File: config.mk
export PLATFORM = sky130hd
export DESIGN_NAME = ef_pwm_deadtime
export DESIGN_NICKNAME = d
export VERILOG_FILES = /design/src/rtl/ef_pwm_deadtime.sv
export SDC_FILE = /design/constraint.sdc
export NUM_CORES = 1
export LEC_CHECK = 0
export CORE_MARGIN = 5
export CORE_UTILIZATION = 50
export DETAILED_ROUTE_END_ITERATION = 16
export GPL_ROUTABILITY_DRIVEN = 0
export PLACE_DENSITY = 0.79
export SLEW_MARGIN = 25
export SYNTH_ARGS = -nofsm -noshare
export SYNTH_HDL_FRONTEND = slang
export SYNTH_SLANG_ARGS = --single-unit
File: constraint.sdc
create_clock -name PCLK -period 1.9 [get_ports PCLK]
set_input_delay 0.38 -clock PCLK [delete_from_list [all_inputs] [get_ports PCLK]]
set_output_delay 0.38 -clock PCLK [all_outputs]
set_load 0.05 [all_outputs]
File: src/rtl/ef_pwm_deadtime.sv
// Complementary gate driver with programmable dead time and a sticky fault latch.
// Optional macro EF_PWM_DEADTIME_SYNC_EN adds a 2-flop synchronizer on pwm_in/fault_in.
module ef_pwm_deadtime #(
    parameter int DT_W = 8
) (
    input  logic            PCLK,
    input  logic            PRESET,
    input  logic            en,
    input  logic            pwm_in,
    input  logic [DT_W-1:0] dt_rise,
    input  logic [DT_W-1:0] dt_fall,
    input  logic            fault_in,
    input  logic            fault_clr,
    output logic            gate_hi,
    output logic            gate_lo,
    output logic            fault_latched,
    output logic            busy
);

    typedef enum logic [2:0] {
        S_IDLE,
        S_LO,
        S_DT_LH,
        S_HI,
        S_DT_HL
    } state_t;

    state_t          r_state;
    logic [DT_W-1:0] r_cnt;
    logic            r_pwm_s;
    logic            r_fault_s;
    logic            w_pwm_pre;
    logic            w_fault_pre;
    logic [DT_W-1:0] w_rise_ld;
    logic [DT_W-1:0] w_fall_ld;

    // A programmed zero still yields one both-low cycle.
    assign w_rise_ld = (dt_rise == '0) ? DT_W'(1) : dt_rise;
    assign w_fall_ld = (dt_fall == '0) ? DT_W'(1) : dt_fall;

`ifdef EF_PWM_DEADTIME_SYNC_EN
    logic [1:0] r_pwm_sync;
    logic [1:0] r_fault_sync;

    always_ff @(posedge PCLK) begin
        if (PRESET) begin
            r_pwm_sync   <= '0;
            r_fault_sync <= '0;
        end else begin
            r_pwm_sync   <= {r_pwm_sync[0], pwm_in};
            r_fault_sync <= {r_fault_sync[0], fault_in};
        end
    end

    assign w_pwm_pre   = r_pwm_sync[1];
    assign w_fault_pre = r_fault_sync[1];
`else
    assign w_pwm_pre   = pwm_in;
    assign w_fault_pre = fault_in;
`endif

    always_ff @(posedge PCLK) begin
        if (PRESET) begin
            r_pwm_s   <= 1'b0;
            r_fault_s <= 1'b0;
        end else begin
            r_pwm_s   <= w_pwm_pre;
            r_fault_s <= w_fault_pre;
        end
    end

    // Outputs default low each edge; only the branch that holds a gate state re-asserts it.
    always_ff @(posedge PCLK) begin
        if (PRESET) begin
            r_state       <= S_IDLE;
            r_cnt         <= '0;
            gate_hi       <= 1'b0;
            gate_lo       <= 1'b0;
            fault_latched <= 1'b0;
            busy          <= 1'b0;
        end else begin
            gate_hi <= 1'b0;
            gate_lo <= 1'b0;
            busy    <= 1'b0;
            if (r_fault_s) begin
                fault_latched <= 1'b1;
                r_state       <= S_IDLE;
                r_cnt         <= '0;
            end else begin
                if (fault_clr)
                    fault_latched <= 1'b0;
                if (!en) begin
                    r_state <= S_IDLE;
                    r_cnt   <= '0;
                end else begin
                    case (r_state)
                        S_IDLE: begin
                            if (!fault_latched) begin
                                busy <= 1'b1;
                                if (r_pwm_s) begin
                                    r_state <= S_DT_LH;
                                    r_cnt   <= w_rise_ld;
                                end else begin
                                    r_state <= S_DT_HL;
                                    r_cnt   <= w_fall_ld;
                                end
                            end
                        end
                        S_LO: begin
                            if (r_pwm_s) begin
                                r_state <= S_DT_LH;
                                r_cnt   <= w_rise_ld;
                                busy    <= 1'b1;
                            end else begin
                                gate_lo <= 1'b1;
                            end
                        end
                        S_HI: begin
                            if (!r_pwm_s) begin
                                r_state <= S_DT_HL;
                                r_cnt   <= w_fall_ld;
                                busy    <= 1'b1;
                            end else begin
                                gate_hi <= 1'b1;
                            end
                        end
                        S_DT_LH: begin
                            if (!r_pwm_s) begin
                                r_state <= S_LO;
                                r_cnt   <= '0;
                                gate_lo <= 1'b1;
                            end else if (r_cnt <= DT_W'(1)) begin
                                r_state <= S_HI;
                                r_cnt   <= '0;
                                gate_hi <= 1'b1;
                            end else begin
                                r_cnt <= r_cnt - DT_W'(1);
                                busy  <= 1'b1;
                            end
                        end
                        S_DT_HL: begin
                            if (r_pwm_s) begin
                                r_state <= S_HI;
                                r_cnt   <= '0;
                                gate_hi <= 1'b1;
                            end else if (r_cnt <= DT_W'(1)) begin
                                r_state <= S_LO;
                                r_cnt   <= '0;
                                gate_lo <= 1'b1;
                            end else begin
                                r_cnt <= r_cnt - DT_W'(1);
                                busy  <= 1'b1;
                            end
                        end
                        default: begin
                            r_state <= S_IDLE;
                            r_cnt   <= '0;
                        end
                    endcase
                end
            end
        end
    end

endmodule

==> flow_summary.json <==
{
  "maxSlewHeadroom": 0.663,
  "drt-initial-drc-count": 54,
  "dieArea_um2": 3490,
  "stdcell_area_um2": 1610,
  "fp.dieH_um": 59.1,
  "maxSlewViolCount": 0,
  "tns_ns": 0,
  "cts_setup_buffers": 0,
  "grt_pass1_vias": 1263,
  "synth_flop_cell": "dfxtp_1",
  "setup_violations": 0,
  "grt_pass1_wl_mm": 5.67,
  "rows": 17,
  "netSwitchingFraction": 0.318,
  "cp.arrival_ns": 1.43,
  "fp.dieW_um": 59.1,
  "cp-start-kind": "flip-flop",
  "synth_cells": 152,
  "cts.clk_slew.worst_paths_ns": 0.10,
  "syn-cell-area_um2": 1210,
  "slowest_delay_ns": 0.80,
  "yosys-top-cells-area": "dfxtp_1 28%, mux2i_1 5.8%, a21oi_1 4.6%",
  "synth_cell_types": 48,
  "drive_above_1_share": 0.179,
  "ff2ff_setup_slack_ns": 0.20,
  "postLayoutCoreUtil": 0.715,
  "seqCellArea_um2": 343,
  "cts.sinks": 17,
  "fin_crit_sh": 0.950,
  "tightest_slew_ns": 0.504,
  "drc": 0,
  "timing_hold_violations_final": 0,
  "seqPwrFrac": 0.441,
  "yosysTopAreaCell": "dfxtp_1",
  "placed_area_um2": 1570,
  "cpMaxStageDelayCell": "clkdlybuf4s50_1",
  "grt.overflow.total": 0,
  "multi_input_area_um2": 791,
  "yosysSeqAreaShare": 0.282,
  "numCtsBuffers": 3,
  "drtPass1Iterations": 4,
  "clock_latency_ns": 0.30,
  "area_growth_pct": 33.6,
  "num_antenna_cells": 0,
  "fmax_mhz": 554,
  "crit_family": "buffers and inverters",
  "synth_warnings": 0,
  "end_kind": "primary output",
  "cp_num_buf_inv": 1,
  "antenna_found_initial": 0,
  "p_sw_uw": 282,
  "maxCapViolCount": 0,
  "dp_hpwl_mm": 2.59,
  "nets": 215,
  "peakVddDrop_uv": 438,
  "n_fill_cell": 183,
  "pin_count": 26,
  "synth_fp_nets": 176,
  "viasPerCell": 5.98,
  "finalNonFillerCells": 218,
  "core_area_um2": 2250,
  "synth-async-reset-ratio": 0,
  "dpl.cell_count": 214,
  "antenna_left": 0,
  "crit_type": "flip-flop to primary output",
  "grt_max_degree": 16,
  "power.leakage_uw": 0.000631,
  "powerDensity_nw_per_um2": 550,
  "cts-root-to-sink-buffers": 2,
  "tritoncts": "done",
  "grt_util_all_layers": 0.203,
  "status": "finished, final reports clean",
  "p_comb_frac": 0.332,
  "cp_max_fo": 1,
  "vias": 1304,
  "required_ns": 1.52,
  "crit_chain": "clkdlybuf4s50_1",
  "root_buffer": "clkbuf_4",
  "port_buffers": 25,
  "start_util": 0.535,
  "clock_skew_ns": 0.00304,
  "period_needed_ns": 1.81,
  "internal_power_uw": 605,
  "power_frac_clock": 0.228,
  "syn_avg_cell_area_um2": 7.94,
  "synth_edf_count": 0,
  "rsz0062_at_grt": "no",
  "routedWlPerCell_um": 15.2,
  "synth_top_area_share": 0.282,
  "hold_path_class": "flip-flop to flip-flop",
  "wirelength_mm": 3.32,
  "ys_ff_latch": 17,
  "htree_levels": 1
}
## path summary, 6_finish.rpt
check / start / to / depth (start not counted)
worst max-delay path: gate_hi$_SDFF_PP0_ / gate_hi / 1
worst min-delay path: r_fault_s$_SDFF_PP0_ / fault_latched$_SDFFE_PP0P_ / 2
worst max register to register: r_cnt[5]$_SDFFE_PP0P_ / gate_lo$_SDFF_PP0_ / 6
worst min register to register: r_fault_s$_SDFF_PP0_ / fault_latched$_SDFFE_PP0P_ / 2
## power by group through the flow
stage / Sequential [µW] / Combinational, µW / Clock [µW]
after floorplan: 403 / 155 / 0
after global placement: 398 / 279 / 0
after detailed placement: 398 / 285 / 0
after CTS: 390 / 288 / 201
after global routing: 394 / 321 / 216
final: 391 / 294 / 202
## logic make-up after synthesis
family | share of synthesized area
AOI/OAI and AO/OA | 0.301
xor gates and xnor gates | 0.00726
adders and majority gates | 0.0207
buffers and inverters | 0.0695
DFF | 0.282
muxes | 0.0581
and+or+nand+nor | 0.261
## Yosys cell counts, types with 2 or more instances
cell type	n
dfxtp_1	17
nor2_1	13
a21oi_1	11
nand2_1	10
inv_1	9
mux2i_1	7
o22ai_1	7
a22oi_1	6
o21ai_0	5
buf_2	4
nor3_1	4
o2bb2ai_1	4
a31oi_1	3
clkbuf_1	3
nand3_1	3
nor4_1	3
o31ai_1	3
a21o_1	2
a22o_1	2
and2_1	2
and2b_1	2
ha_1	2
nand2b_1	2
nor3_4	2
o221ai_1	2
or2_2	2
## layer usage
metal | GRT usage | routed length [µm]
met2 | 0.326 | 1540
met3 | 0.0523 | 209
met1 | 0.270 | 1540
met4 | 0.0518 | 33
met5 | 0 | 0
## cells in the final DEF, fill, tap and decap left out, types with 2 or more instances in the layout
master           count
a21o_1               2
a21oi_1             11
a22o_1               2
a22oi_1              6
a31oi_1              3
and2b_1              2
buf_4               19
clkbuf_4             3
clkdlybuf4s50_1     24
dfxtp_1             15
dfxtp_2              2
ha_1                 2
inv_1                9
mux2i_1              7
nand2_1              9
nand2b_1             2
nand3_1              2
nor2_1              13
nor3_1               4
nor3_4               2
nor4_1               3
o21ai_0              5
o221ai_1             2
o22ai_1              7
o2bb2ai_1            4
o31ai_1              3
or2_2                2
## worst reg2reg max path: stages, from the launching register on
cell	delay, ns
dfxtp_1	0.37
nor3_1	0.33
nand3_2	0.16
buf_4	0.17
o21ai_0	0.13
nor2_1	0.05
a2111oi_0	0.39
## per-stage QoR
step | setup slack [ns] | hold slack [ns] | power, µW
floorplan | 0.187 | 0.430 | 558
global placement | -0.136 | 0.449 | 677
detailed placement | -0.221 | 0.455 | 683
CTS | 0.0377 | 0.478 | 878
global route | 0.0118 | 0.517 | 932
finish | 0.0947 | 0.471 | 887
## flip-flops by register name (all words and copies together) (netlist names)
register,cells
r_cnt,8
r_state,3
busy,1
fault_latched,1
gate_hi,1
gate_lo,1
r_fault_s,1
r_pwm_s,1
## final cells by class
class,count,share of cell area
repair buffers,43,0.238
inverters,9,0.0210
clock buffers,4,0.0163
multi-input cells,117,0.491
flip-flops and latches,17,0.213
well taps,28,0.0217
## timing repair
action                                  4_1_cts  5_1_grt
hold buffers                                  0        0
resized for setup                             0        5
endpoints found under the setup margin        0        8
Note: power is estimated with default switching activity, not from simulation.
